===== src/rtl/instr_encoder_pkg.sv =====
// Shared definitions for the instruction encoder: mnemonic codes, MIPS
// opcode/funct constants and small word-assembly helpers.
package instr_encoder_pkg;

    // Mnemonic codes carried on in_op; codes 25..31 are illegal.
    typedef enum logic [4:0] {
        OP_ADD  = 5'd0,  OP_SUB  = 5'd1,  OP_OR   = 5'd2,  OP_SLL  = 5'd3,
        OP_SRL  = 5'd4,  OP_SRA  = 5'd5,  OP_JR   = 5'd6,  OP_ORI  = 5'd7,
        OP_LW   = 5'd8,  OP_SW   = 5'd9,  OP_LB   = 5'd10, OP_LBU  = 5'd11,
        OP_LH   = 5'd12, OP_SB   = 5'd13, OP_SH   = 5'd14, OP_BEQ  = 5'd15,
        OP_LUI  = 5'd16, OP_BGEZ = 5'd17, OP_BLTZ = 5'd18, OP_BGTZ = 5'd19,
        OP_BLEZ = 5'd20, OP_BNE  = 5'd21, OP_J    = 5'd22, OP_JAL  = 5'd23,
        OP_NOP  = 5'd24
    } op_e;

    // Primary opcodes (instruction bits 31:26)
    localparam logic [5:0] OPC_SPECIAL = 6'b000000;
    localparam logic [5:0] OPC_REGIMM  = 6'b000001;
    localparam logic [5:0] OPC_J       = 6'b000010;
    localparam logic [5:0] OPC_JAL     = 6'b000011;
    localparam logic [5:0] OPC_BEQ     = 6'b000100;
    localparam logic [5:0] OPC_BNE     = 6'b000101;
    localparam logic [5:0] OPC_BLEZ    = 6'b000110;
    localparam logic [5:0] OPC_BGTZ    = 6'b000111;
    localparam logic [5:0] OPC_ORI     = 6'b001101;
    localparam logic [5:0] OPC_LUI     = 6'b001111;
    localparam logic [5:0] OPC_LB      = 6'b100000;
    localparam logic [5:0] OPC_LH      = 6'b100001;
    localparam logic [5:0] OPC_LW      = 6'b100011;
    localparam logic [5:0] OPC_LBU     = 6'b100100;
    localparam logic [5:0] OPC_SB      = 6'b101000;
    localparam logic [5:0] OPC_SH      = 6'b101001;
    localparam logic [5:0] OPC_SW      = 6'b101011;

    // R-type function codes (instruction bits 5:0)
    localparam logic [5:0] FN_SLL = 6'b000000;
    localparam logic [5:0] FN_SRL = 6'b000010;
    localparam logic [5:0] FN_SRA = 6'b000011;
    localparam logic [5:0] FN_JR  = 6'b001000;
    localparam logic [5:0] FN_ADD = 6'b100000;
    localparam logic [5:0] FN_SUB = 6'b100010;
    localparam logic [5:0] FN_OR  = 6'b100101;

    // REGIMM rt selectors
    localparam logic [4:0] RT_BLTZ = 5'b00000;
    localparam logic [4:0] RT_BGEZ = 5'b00001;

    function automatic logic [31:0] r_word(input logic [4:0] rs, input logic [4:0] rt,
                                           input logic [4:0] rd, input logic [4:0] shamt,
                                           input logic [5:0] funct);
        return {OPC_SPECIAL, rs, rt, rd, shamt, funct};
    endfunction

    function automatic logic [31:0] i_word(input logic [5:0] opc, input logic [4:0] rs,
                                           input logic [4:0] rt, input logic [15:0] imm);
        return {opc, rs, rt, imm};
    endfunction

endpackage


===== src/rtl/instr_field_pack.sv =====
// Combinational packer: mnemonic plus operand fields -> 32-bit MIPS word and
// a legal flag. Optional branch group (bgez/bltz/bgtz/blez/bne) is enabled by
// the ENC_BRANCH_EXT_EN macro; without it those codes report illegal.
module instr_field_pack
    import instr_encoder_pkg::*;
(
    input  logic [4:0]  op,
    input  logic [4:0]  rs,
    input  logic [4:0]  rt,
    input  logic [4:0]  rd,
    input  logic [4:0]  shamt,
    input  logic [15:0] imm,
    input  logic [25:0] target,
    output logic [31:0] word,
    output logic        legal
);

    // Select the encoding for the mnemonic; unknown codes give word 0, illegal.
    always_comb begin
        word  = 32'h0000_0000;
        legal = 1'b1;
        case (op)
            OP_ADD:  word = r_word(rs, rt, rd, shamt, FN_ADD);
            OP_SUB:  word = r_word(rs, rt, rd, shamt, FN_SUB);
            OP_OR:   word = r_word(rs, rt, rd, shamt, FN_OR);
            OP_SLL:  word = r_word(5'd0, rt, rd, shamt, FN_SLL);
            OP_SRL:  word = r_word(5'd0, rt, rd, shamt, FN_SRL);
            OP_SRA:  word = r_word(5'd0, rt, rd, shamt, FN_SRA);
            OP_JR:   word = r_word(rs, 5'd0, 5'd0, 5'd0, FN_JR);
            OP_ORI:  word = i_word(OPC_ORI, rs, rt, imm);
            OP_LW:   word = i_word(OPC_LW,  rs, rt, imm);
            OP_SW:   word = i_word(OPC_SW,  rs, rt, imm);
            OP_LB:   word = i_word(OPC_LB,  rs, rt, imm);
            OP_LBU:  word = i_word(OPC_LBU, rs, rt, imm);
            OP_LH:   word = i_word(OPC_LH,  rs, rt, imm);
            OP_SB:   word = i_word(OPC_SB,  rs, rt, imm);
            OP_SH:   word = i_word(OPC_SH,  rs, rt, imm);
            OP_BEQ:  word = i_word(OPC_BEQ, rs, rt, imm);
            OP_LUI:  word = i_word(OPC_LUI, 5'd0, rt, imm);
`ifdef ENC_BRANCH_EXT_EN
            OP_BGEZ: word = i_word(OPC_REGIMM, rs, RT_BGEZ, imm);
            OP_BLTZ: word = i_word(OPC_REGIMM, rs, RT_BLTZ, imm);
            OP_BGTZ: word = i_word(OPC_BGTZ, rs, 5'd0, imm);
            OP_BLEZ: word = i_word(OPC_BLEZ, rs, 5'd0, imm);
            OP_BNE:  word = i_word(OPC_BNE,  rs, rt, imm);
`endif
            OP_J:    word = {OPC_J, target};
            OP_JAL:  word = {OPC_JAL, target};
            OP_NOP:  word = 32'h0000_0000;
            default: legal = 1'b0;
        endcase
    end

endmodule


===== src/rtl/instr_encoder.sv =====
// Instruction encoder: accepts mnemonic requests, packs them into MIPS words,
// tags each with a running address and queues them in a 2-entry FIFO.
// Illegal mnemonics raise a one-cycle err pulse and bump a saturating count.
// Optional macro: ENC_BRANCH_EXT_EN (enables the extended branch group).
//
// Handshake: on both sides a transfer happens on a rising clk edge where
// valid and ready are both 1; valid never waits on ready, and the presented
// out_instr/out_addr hold steady while out_valid=1 and out_ready=0.
module instr_encoder
    import instr_encoder_pkg::*;
#(
    parameter logic [31:0] BASE_ADDR = 32'h0000_3000
) (
    input  logic        clk,
    input  logic        reset,
    input  logic        flush,
    input  logic        in_valid,
    output logic        in_ready,
    input  logic [4:0]  in_op,
    input  logic [4:0]  in_rs,
    input  logic [4:0]  in_rt,
    input  logic [4:0]  in_rd,
    input  logic [4:0]  in_shamt,
    input  logic [15:0] in_imm,
    input  logic [25:0] in_target,
    output logic        out_valid,
    input  logic        out_ready,
    output logic [31:0] out_instr,
    output logic [31:0] out_addr,
    output logic        err,
    output logic [7:0]  err_cnt
);

    logic [31:0] pack_word;
    logic        pack_legal;
    logic [1:0]  count;
    logic [31:0] addr_cnt;
    logic [31:0] head_instr, head_addr;   // slot 0: presented word
    logic [31:0] tail_instr, tail_addr;   // slot 1: waiting behind the head
    logic        accept, push, pop;

    instr_field_pack u_pack (
        .op     (in_op),
        .rs     (in_rs),
        .rt     (in_rt),
        .rd     (in_rd),
        .shamt  (in_shamt),
        .imm    (in_imm),
        .target (in_target),
        .word   (pack_word),
        .legal  (pack_legal)
    );

    assign in_ready  = (count != 2'd2) && !flush;
    assign accept    = in_valid && in_ready;
    assign push      = accept && pack_legal;
    assign pop       = out_valid && out_ready;
    assign out_valid = (count != 2'd0);
    assign out_instr = head_instr;
    assign out_addr  = head_addr;

    // Shift-style FIFO and address counter; flush beats any same-cycle push/pop.
    always_ff @(posedge clk or posedge reset) begin
        if (reset) begin
            count      <= 2'd0;
            addr_cnt   <= BASE_ADDR;
            head_instr <= 32'h0000_0000;
            head_addr  <= BASE_ADDR;
            tail_instr <= 32'h0000_0000;
            tail_addr  <= BASE_ADDR;
        end else if (flush) begin
            count    <= 2'd0;
            addr_cnt <= BASE_ADDR;
        end else begin
            if (push) begin
                addr_cnt <= addr_cnt + 32'd4;
            end
            case ({push, pop})
                2'b10: begin
                    if (count == 2'd0) begin
                        head_instr <= pack_word;
                        head_addr  <= addr_cnt;
                    end else begin
                        tail_instr <= pack_word;
                        tail_addr  <= addr_cnt;
                    end
                    count <= count + 2'd1;
                end
                2'b01: begin
                    head_instr <= tail_instr;
                    head_addr  <= tail_addr;
                    count      <= count - 2'd1;
                end
                // push with pop only happens at count 1 (full blocks push)
                2'b11: begin
                    head_instr <= pack_word;
                    head_addr  <= addr_cnt;
                end
                default: ;
            endcase
        end
    end

    // Illegal-op pulse and saturating count; flush leaves the count alone.
    always_ff @(posedge clk or posedge reset) begin
        if (reset) begin
            err     <= 1'b0;
            err_cnt <= 8'd0;
        end else begin
            err <= accept && !pack_legal;
            if (accept && !pack_legal && (err_cnt != 8'hFF)) begin
                err_cnt <= err_cnt + 8'd1;
            end
        end
    end

endmodule


===== config.mk =====
export PLATFORM = sky130hd
export DESIGN_NAME = instr_encoder
export DESIGN_NICKNAME = d
export VERILOG_FILES = /design/src/rtl/instr_encoder_pkg.sv /design/src/rtl/instr_field_pack.sv /design/src/rtl/instr_encoder.sv
export SDC_FILE = /design/constraint.sdc
export NUM_CORES = 1
export LEC_CHECK = 0
export BUFFER_PORTS_ARGS = -buffer_cell sky130_fd_sc_hd__clkbuf_2
export CORE_MARGIN = 3
export CORE_UTILIZATION = 35
export CTS_BUF_LIST = sky130_fd_sc_hd__clkbuf_2 sky130_fd_sc_hd__clkbuf_4 sky130_fd_sc_hd__clkbuf_8
export CTS_CLUSTER_DIAMETER = 120
export DETAILED_ROUTE_END_ITERATION = 10
export PLACE_DENSITY = 0.6
export REMOVE_ABC_BUFFERS = 1
export SLEW_MARGIN = 0
export SYNTH_ARGS = -nofsm -noshare
export SYNTH_HDL_FRONTEND = slang
export SYNTH_SLANG_ARGS = --single-unit

===== constraint.sdc =====
create_clock -name clk -period 6.8 [get_ports clk]
set_input_delay 1.36 -clock clk [delete_from_list [all_inputs] [get_ports clk]]
set_output_delay 1.36 -clock clk [all_outputs]
set_load 0.1 [all_outputs]

# Yosys cells after proc, flatten, opt, wreduce, memory -nomap -nowiden

Cells that the tools add are included.

Output and inout bits: 75
Word-level logic and storage cells: 66
Register bits after elaboration: 171

Add/sub/neg operators: 4
Equality and inequality tests: 25
Mux-type cells: 10
Bitwise operators: 2
Reduce and logical (&&, ||, !) cells: 17

Operator list:

| cell                  | number |
|---|---|
| $pmux 32 s19          | 1 |
| $pmux 32 s3           | 2 |
| $mux 32               | 4 |
| $eq 5x4->1 const B    | 8 |
| $add 32x3->32 const B | 1 |
| $eq 5x3->1 const B    | 4 |
| $eq 5x5->1 const B    | 4 |
| $reduce_or 20->1      | 1 |
| $eq 5x2->1 const B    | 2 |
| $add 8x1->8 const B   | 1 |
| $ne 8x8->1 const B    | 1 |
| $logic_and 1x1->1     | 6 |
| $reduce_and 3->1      | 2 |
| $reduce_bool 3->1     | 2 |
| $eq 5x1->1 const B    | 1 |
| $logic_not 5->1       | 1 |
| $eq 2x2->1 const B    | 2 |
| $ne 2x2->1 const B    | 2 |
| $pmux 2 s2            | 1 |
| $reduce_bool 2->1     | 2 |
| $add 2x1->2 const B   | 1 |
| $eq 2x1->1 const B    | 1 |
| $logic_not 1->1       | 2 |
| $logic_not 2->1       | 1 |
| 4 further kinds       | 5 |

# Longest topological paths before layout

Gate-level depths: netlist (run 1).

Depth in word-level cells: 7
Gate-level depth with buffers: 8

# Modules after synthesis

From an unflattened synthesis (run 1), not the netlist that was laid out.

Cells, all modules: 756
Area, all modules: 8149.1 um^2

Modules (own cells, without submodules):

| module           | area an instance (um^2) | sequential area each (um^2) | cells each | times used |
|---|---|---|---|---|
| instr_encoder    | 7402.1                  | 4136.5                      | 643        | 1 |
| instr_field_pack | 747.0                   | 0.0                         | 113        | 1 |

# Worst setup path before layout (run 1)

Ideal clock, no wire load.

Kind: input -> output
Start: in flush
End: out in_ready
Stages: 3
Path buffers: 2
Slack: 2.363 ns
Data required time: 5.440 ns
Arrival: 3.077 ns
Cell sequence: clkbuf_1 -> clkbuf_1 -> nor2b_1

Cells in the longest elaborated chain, start to end: 2

Ends and longest elaborated chain:

| element           | RTL line            | source |
|---|---|---|
| start, declared   | instr_encoder.sv:16 | `input logic flush,` |
| $logic_not 1->1   | instr_encoder.sv:54 | `assign in_ready = (count != 2'd2) && !flush;` |
| $logic_and 1x1->1 | instr_encoder.sv:54 |  |
| end, declared     | instr_encoder.sv:18 | `output logic in_ready,` |

No other way between the ends.

# Worst setup path in the final report (run 1)

Same ends and word-level chain as after synthesis.

==> results.cfg, run 1 <==
[cells_and_area]
final_nets = 976
most-common-layout-cells = dfrtp_1, clkbuf_2, nor2_1, nand2_1, a21oi_1
layout_commonest_cell = dfrtp_1
n_fill_cell = 2089
multiInputGateArea_mm2 = 0.00329
drive_gt1_share_pct = 26.1
antenna_cells = 0
area_growth_pct = 17.4
seq_area_mm2 = 0.00409

[job]
drv_cap = 0

[floorplanning]
die_h_um = 154
row_count = 53
io_pins = 147
core_area_mm2 = 0.0212
fp.dieW_um = 154
die_area_mm2 = 0.0236
start_util_pct = 36.0

[power]
pwr-share-seq_pct = 40.0
internal_power_uw = 1660
p_comb_share_pct = 34.9
ir_drop_v = 0.000157
cellPowerDensity_mw_per_mm2 = 331
power_frac_clock_pct = 25.1
p_leak_uw = 0.00402
sw_frac_of_total_pct = 44.0
switchingPower_uw = 1310

[yosys]
synth_area_mm2 = 0.00764
synth-edff-count = 0
synth.avg_cell_area_um2 = 9.66
yosys_warnings = 0
yosysSeqAreaShare_pct = 53.5
ys_ff_latch = 163
yosys.area.top_type = dfrtp_1
synth_top_cell_area_share_pct = 51.4
yosysUniqueCellTypes = 52
async_reset_ff_share_pct = 100
synthFlopType = dfrtp_1
netlist_top_cells_area = dfrtp_1, mux2_2, nor2_1
synthCells = 791

[critical_path]
cp-end-kind = primary output
start_kind = input port
required_ns = 5.44
arrival_ns = 2.53
cp_common_cell = clkbuf_2
slowest_delay_ns = 0.48
slowest_stage = clkbuf_2
worstPathCellList = clkbuf_2 > nor2b_1 > clkbuf_2
crit_type = in2out
worst-path-max-fanout = 38

[timing]
hold_violations = 0
skew_ns = 0.0161
hold-worst-slack_ns = 0.485
finalMaxSlewViolations = 0
min_period_ns = 3.89
fin_setup_tns_ns = 0
rsz0062_at_grt = no
slew_headroom_pct = 31.7
min_period_over_period_pct = 57.2
max_freq_mhz = 257
setup_violations = 0
tightest_slew_ns = 1.02

[drt]
wl_met2_um = 8940
first_pass_iters = 5
vias_per_cell = 5.18
ant_nets = 0
highest_layer = met4
wl_um = 18800
vias = 6159
route.met3.wl_um = 1090
route.detailed.drc = 0
wl_met1_um = 8460
drt_iter0_markers = 313
wl_per_cell_um = 15.8

[placed_design]
place_hpwl_um = 12300
place_congestion = 0.769
io_buffers = 143

[cts]
cts_root_buf = clkbuf_8
cts_setup_buffers = 0
holdBufCountCts = 0
clk_pin_slew_worst_paths_ns = 0.08
cts_repair_resize_count = 0
cts_tree = yes
cts_buffer_depth = 2
htree_levels = 4
insertion_delay_ns = 0.45
clkSinkCount = 163
cts_made_buffers = 17

[global_route]
antenna_found_initial = 0
grt_pass1_wl_um = 31300
grt_usage_pct = 16.1
first_global_vias = 6057
grt_max_degree = 108
grt_overflow = 0

[worst_hold_path]
hold_class = reg2reg

[outcome]
outcome = finished clean
-- metrics by stage --
stage | setup WS (ns) | instance area [um2] | utilization, % | std cells | total power (uW)
after floorplan | 0.0825 | 7380 | - | 732 | 2040
after global placement | 2.55 | 8550 | 40.3 | 1158 | 2240
after detailed placement | 2.46 | 8550 | 40.3 | 1158 | 2260
after CTS | 2.87 | 8960 | 42.2 | 1190 | 3000
after global routing | 2.64 | 8960 | 42.2 | 1190 | 3110
final | 2.91 | 8960 | 42.2 | 1190 | 2970
-- final cells by class --
type / count / area share, %
Multi-Input combinational cell: 558 / 36.7
Sequential cell: 163 / 45.6
Timing Repair Buffer: 151 / 8.65
Clock inverter: 9 / 1.48
Inverter: 11 / 0.516
Clock buffer: 23 / 3.18
Tap cell: 275 / 3.84
-- registers in the layout, indices dropped and copies added (netlist names) --
| name | count |
|---|---|
| count | 2 |
| err | 1 |
| tail_instr | 31 |
| out_addr | 30 |
| tail_addr | 30 |
| err_cnt | 8 |
| out_instr | 31 |
| addr_cnt | 30 |
-- cells by family (layout without fill, tap and decap cells) --
kind of cell               after synthesis  count (layout)  share of synthesized area, %
buffers and inverters                   72             194                          4.03
and+or+nand+nor                        307             307                          18.9
adders and majority gates                2               2                         0.328
AOI/OAI and AO/OA                      185             185                          14.9
xor gates and xnor gates                22              22                          2.52
DFF                                    163             163                          53.5
muxes                                   39              39                          5.72
other                                    1               3                        0.0491
-- synthesized netlist by cell type, types with 7 or more instances --
cell and instances:
a222oi_1 10, nand2_1 87, a21oi_1 53, nand4_1 12, a22oi_1 11, and3_1 12, or3_1 7, and2_1 16
inv_1 11, a211oi_1 16, a31oi_1 36, clkbuf_1 52, xor2_1 14, o21ai_0 43, mux2_2 37, nand3_1 15
dfrtp_1 157, nor3_1 21, nor2_1 106, xnor2_1 8
-- power groups by stage --
| stage | Clock, uW | Sequential, uW | Combinational [uW] |
|---|---|---|---|
| floorplan | 0 | 1840 | 198 |
| global placement | 0 | 1200 | 1040 |
| detailed placement | 0 | 1210 | 1050 |
| CTS | 767 | 1190 | 1050 |
| global route | 810 | 1210 | 1090 |
| finish | 746 | 1190 | 1040 |
-- layer usage --
| layer | vias up | GRT usage, % |
|---|---|---|
| li1 | 3014 | - |
| met1 | 2969 | 21.3 |
| met2 | 157 | 26.0 |
| met3 | 19 | 4.59 |
| met4 | 0 | 4.79 |
| met5 | - | 0 |
-- critical path: cells and delay by family --
kind | cells | cell delay (ns)
AND/OR/NAND/NOR | 1 | 0.24
buffers and inverters | 2 | 0.92
-- final timing paths --
path / cells past startpoint / slack (ns) / from / endpoint
worst max register to register: 6 / 4.10 / count[1] / out_instr[13]
max in group asynchronous: 3 / 4.44 / reset / err_cnt[7]
worst min register to register: 2 / 0.48 / out_instr[3] / out_instr[3]
worst min-delay path: 2 / 0.48 / out_instr[3] / out_instr[3]
worst max-delay path: 3 / 2.91 / flush / in_ready
min in group asynchronous: 2 / 1.08 / reset / out_instr[17]
Power figures use the tool's default switching activity.
==> inputs of run 2 (changes only) <==
clock period = 3.7 ns   (was 6.8 ns; I/O delays follow)
==> run 2 against run 1 <==
- design area increased by 1.4%
- clock power grew 78%
- core utilization increased by 0.59 points
- final cell count rose by 1.0%
- hold slack got worse by 0.051 ns
- critical path depth rose by 3
- sequential power increased by 83%
- power is 83% higher
- register-to-register slack got worse by 2.9 ns
- die area did not move
- worst setup slack got worse by 1.8 ns
- critical path type is now in2reg
- combinational power grew 85%
==> results.cfg, run 2 (synthesis gave the netlist of run 1 again) <==
[drt]
vias = 6207
wl_per_cell_um = 15.6
wl_um = 18800
first_pass_iters = 6
drt_iter0_markers = 339
ant_nets = 0
route.detailed.drc = 0
vias_per_cell = 5.16

[cts]
cts_setup_buffers = 0
holdBufCountCts = 0
cts_buffer_depth = 2
cts_repair_resize_count = 0
cts_made_buffers = 17
htree_levels = 4
cts_root_buf = clkbuf_8
clkSinkCount = 163
cts_tree = yes
clk_pin_slew_worst_paths_ns = 0.10
insertion_delay_ns = 0.46

[cells_and_area]
area_growth_pct = 19.0
n_fill_cell = 2057
antenna_cells = 0
most-common-layout-cells = dfrtp_1, clkbuf_2, nor2_1, nand2_1, a21oi_1
drive_gt1_share_pct = 27.1
final_nets = 988
layout_commonest_cell = dfrtp_1

[power]
ir_drop_v = 0.000214
p_leak_uw = 0.00409
p_total_uw = 5430
cellPowerDensity_mw_per_mm2 = 597

[placed_design]
io_buffers = 143
place_congestion = 0.790
place_hpwl_um = 12600

[global_route]
grt_overflow = 0
antenna_found_initial = 0
first_global_vias = 5984
grt_usage_pct = 16.2
grt_pass1_wl_um = 31200
grt_max_degree = 94

[critical_path]
cp-end-kind = flop
critPathTopFamily = simple AND/OR/NAND/NOR gates
r2r-start = addr_cnt[5]
startpoint = in_op[1]
worst-path-buf-inv = 1
worstPathCellList = clkbuf_2 > or3_4 > a311o_1 > or4b_4 > or4_1 > a21oi_1
start_kind = input port
arrival_ns = 3.02
worst-path-max-fanout = 12
crit_type = in2reg
slowest_stage = or4b_4
slowest_delay_ns = 0.63
required_ns = 4.08

[floorplanning]
io_pins = 147
core_area_mm2 = 0.0212
fp.dieW_um = 154
row_count = 53
start_util_pct = 36.0
die_area_mm2 = 0.0236
die_h_um = 154

[job]
drv_cap = 0

[timing]
max_freq_mhz = 379
hold_violations = 0
slew_headroom_pct = 32.6
rsz0062_at_grt = no
min_period_over_period_pct = 71.3
setup_violations = 0
tightest_slew_ns = 1.01
finalMaxSlewViolations = 0
skew_ns = 0.0139
fin_setup_tns_ns = 0
min_period_ns = 2.64

[outcome]
outcome = finished clean

[worst_hold_path]
hold_class = in2async
-- run 2: area by class of cell --
cell class                 instances  area, um2  share of cell area (%)
sequential                       163       4090                    45.0
multi-input combinational        558       3290                    36.2
timing repair buffer             163        916                    10.1
tap                              275        344                    3.79
clock buffer                      19        255                    2.81
clock inverter                    13        148                    1.62
inverter                          11       46.3                   0.509
-- run 2: path summary, 6_finish.rpt --
path	end	slack, ns	depth (start not counted)
max	addr_cnt[31]	1.06	6
min	out_instr[25]	0.43	2
max reg2reg	addr_cnt[31]	1.18	5
min reg2reg	out_instr[19]	0.49	2
max in group asynchronous	tail_addr[13]	2.41	3
min in group clk	out_instr[19]	0.49	2
-- run 2: per-layer routing --
metal	share of wire, %	wire (um)	track usage, %	vias to the layer above
met5	0	0	0	-
met4	1.3	245	4.58	0
met3	6.2	1160	4.70	17
met2	47	8840	26.2	135
met1	45	8530	21.2	3022
li1	-	-	-	3033
-- run 2: power by group --
| group | leakage [uW] | total, uW | internal, uW | switching (uW) |
|---|---|---|---|---|
| logic | 0.00179 | 1920 | 318 | 1600 |
| clock network | 0.000194 | 1330 | 635 | 693 |
| registers | 0.00211 | 2180 | 2030 | 154 |
| total | 0.00409 | 5430 | 2980 | 2450 |
-- run 2: stage by stage --
stage               util [%]  hold slack [ns]  cells  worst slack (ns)  area [um2]
floorplan                  -            0.465    732             -2.40        7380
global placement        40.9            0.463   1170             0.639        8690
detailed placement      40.9            0.473   1170             0.604        8690
CTS                     42.8            0.454   1202              1.05        9090
global route            42.8            0.507   1202              1.00        9090
finish                  42.8            0.434   1202              1.06        9090
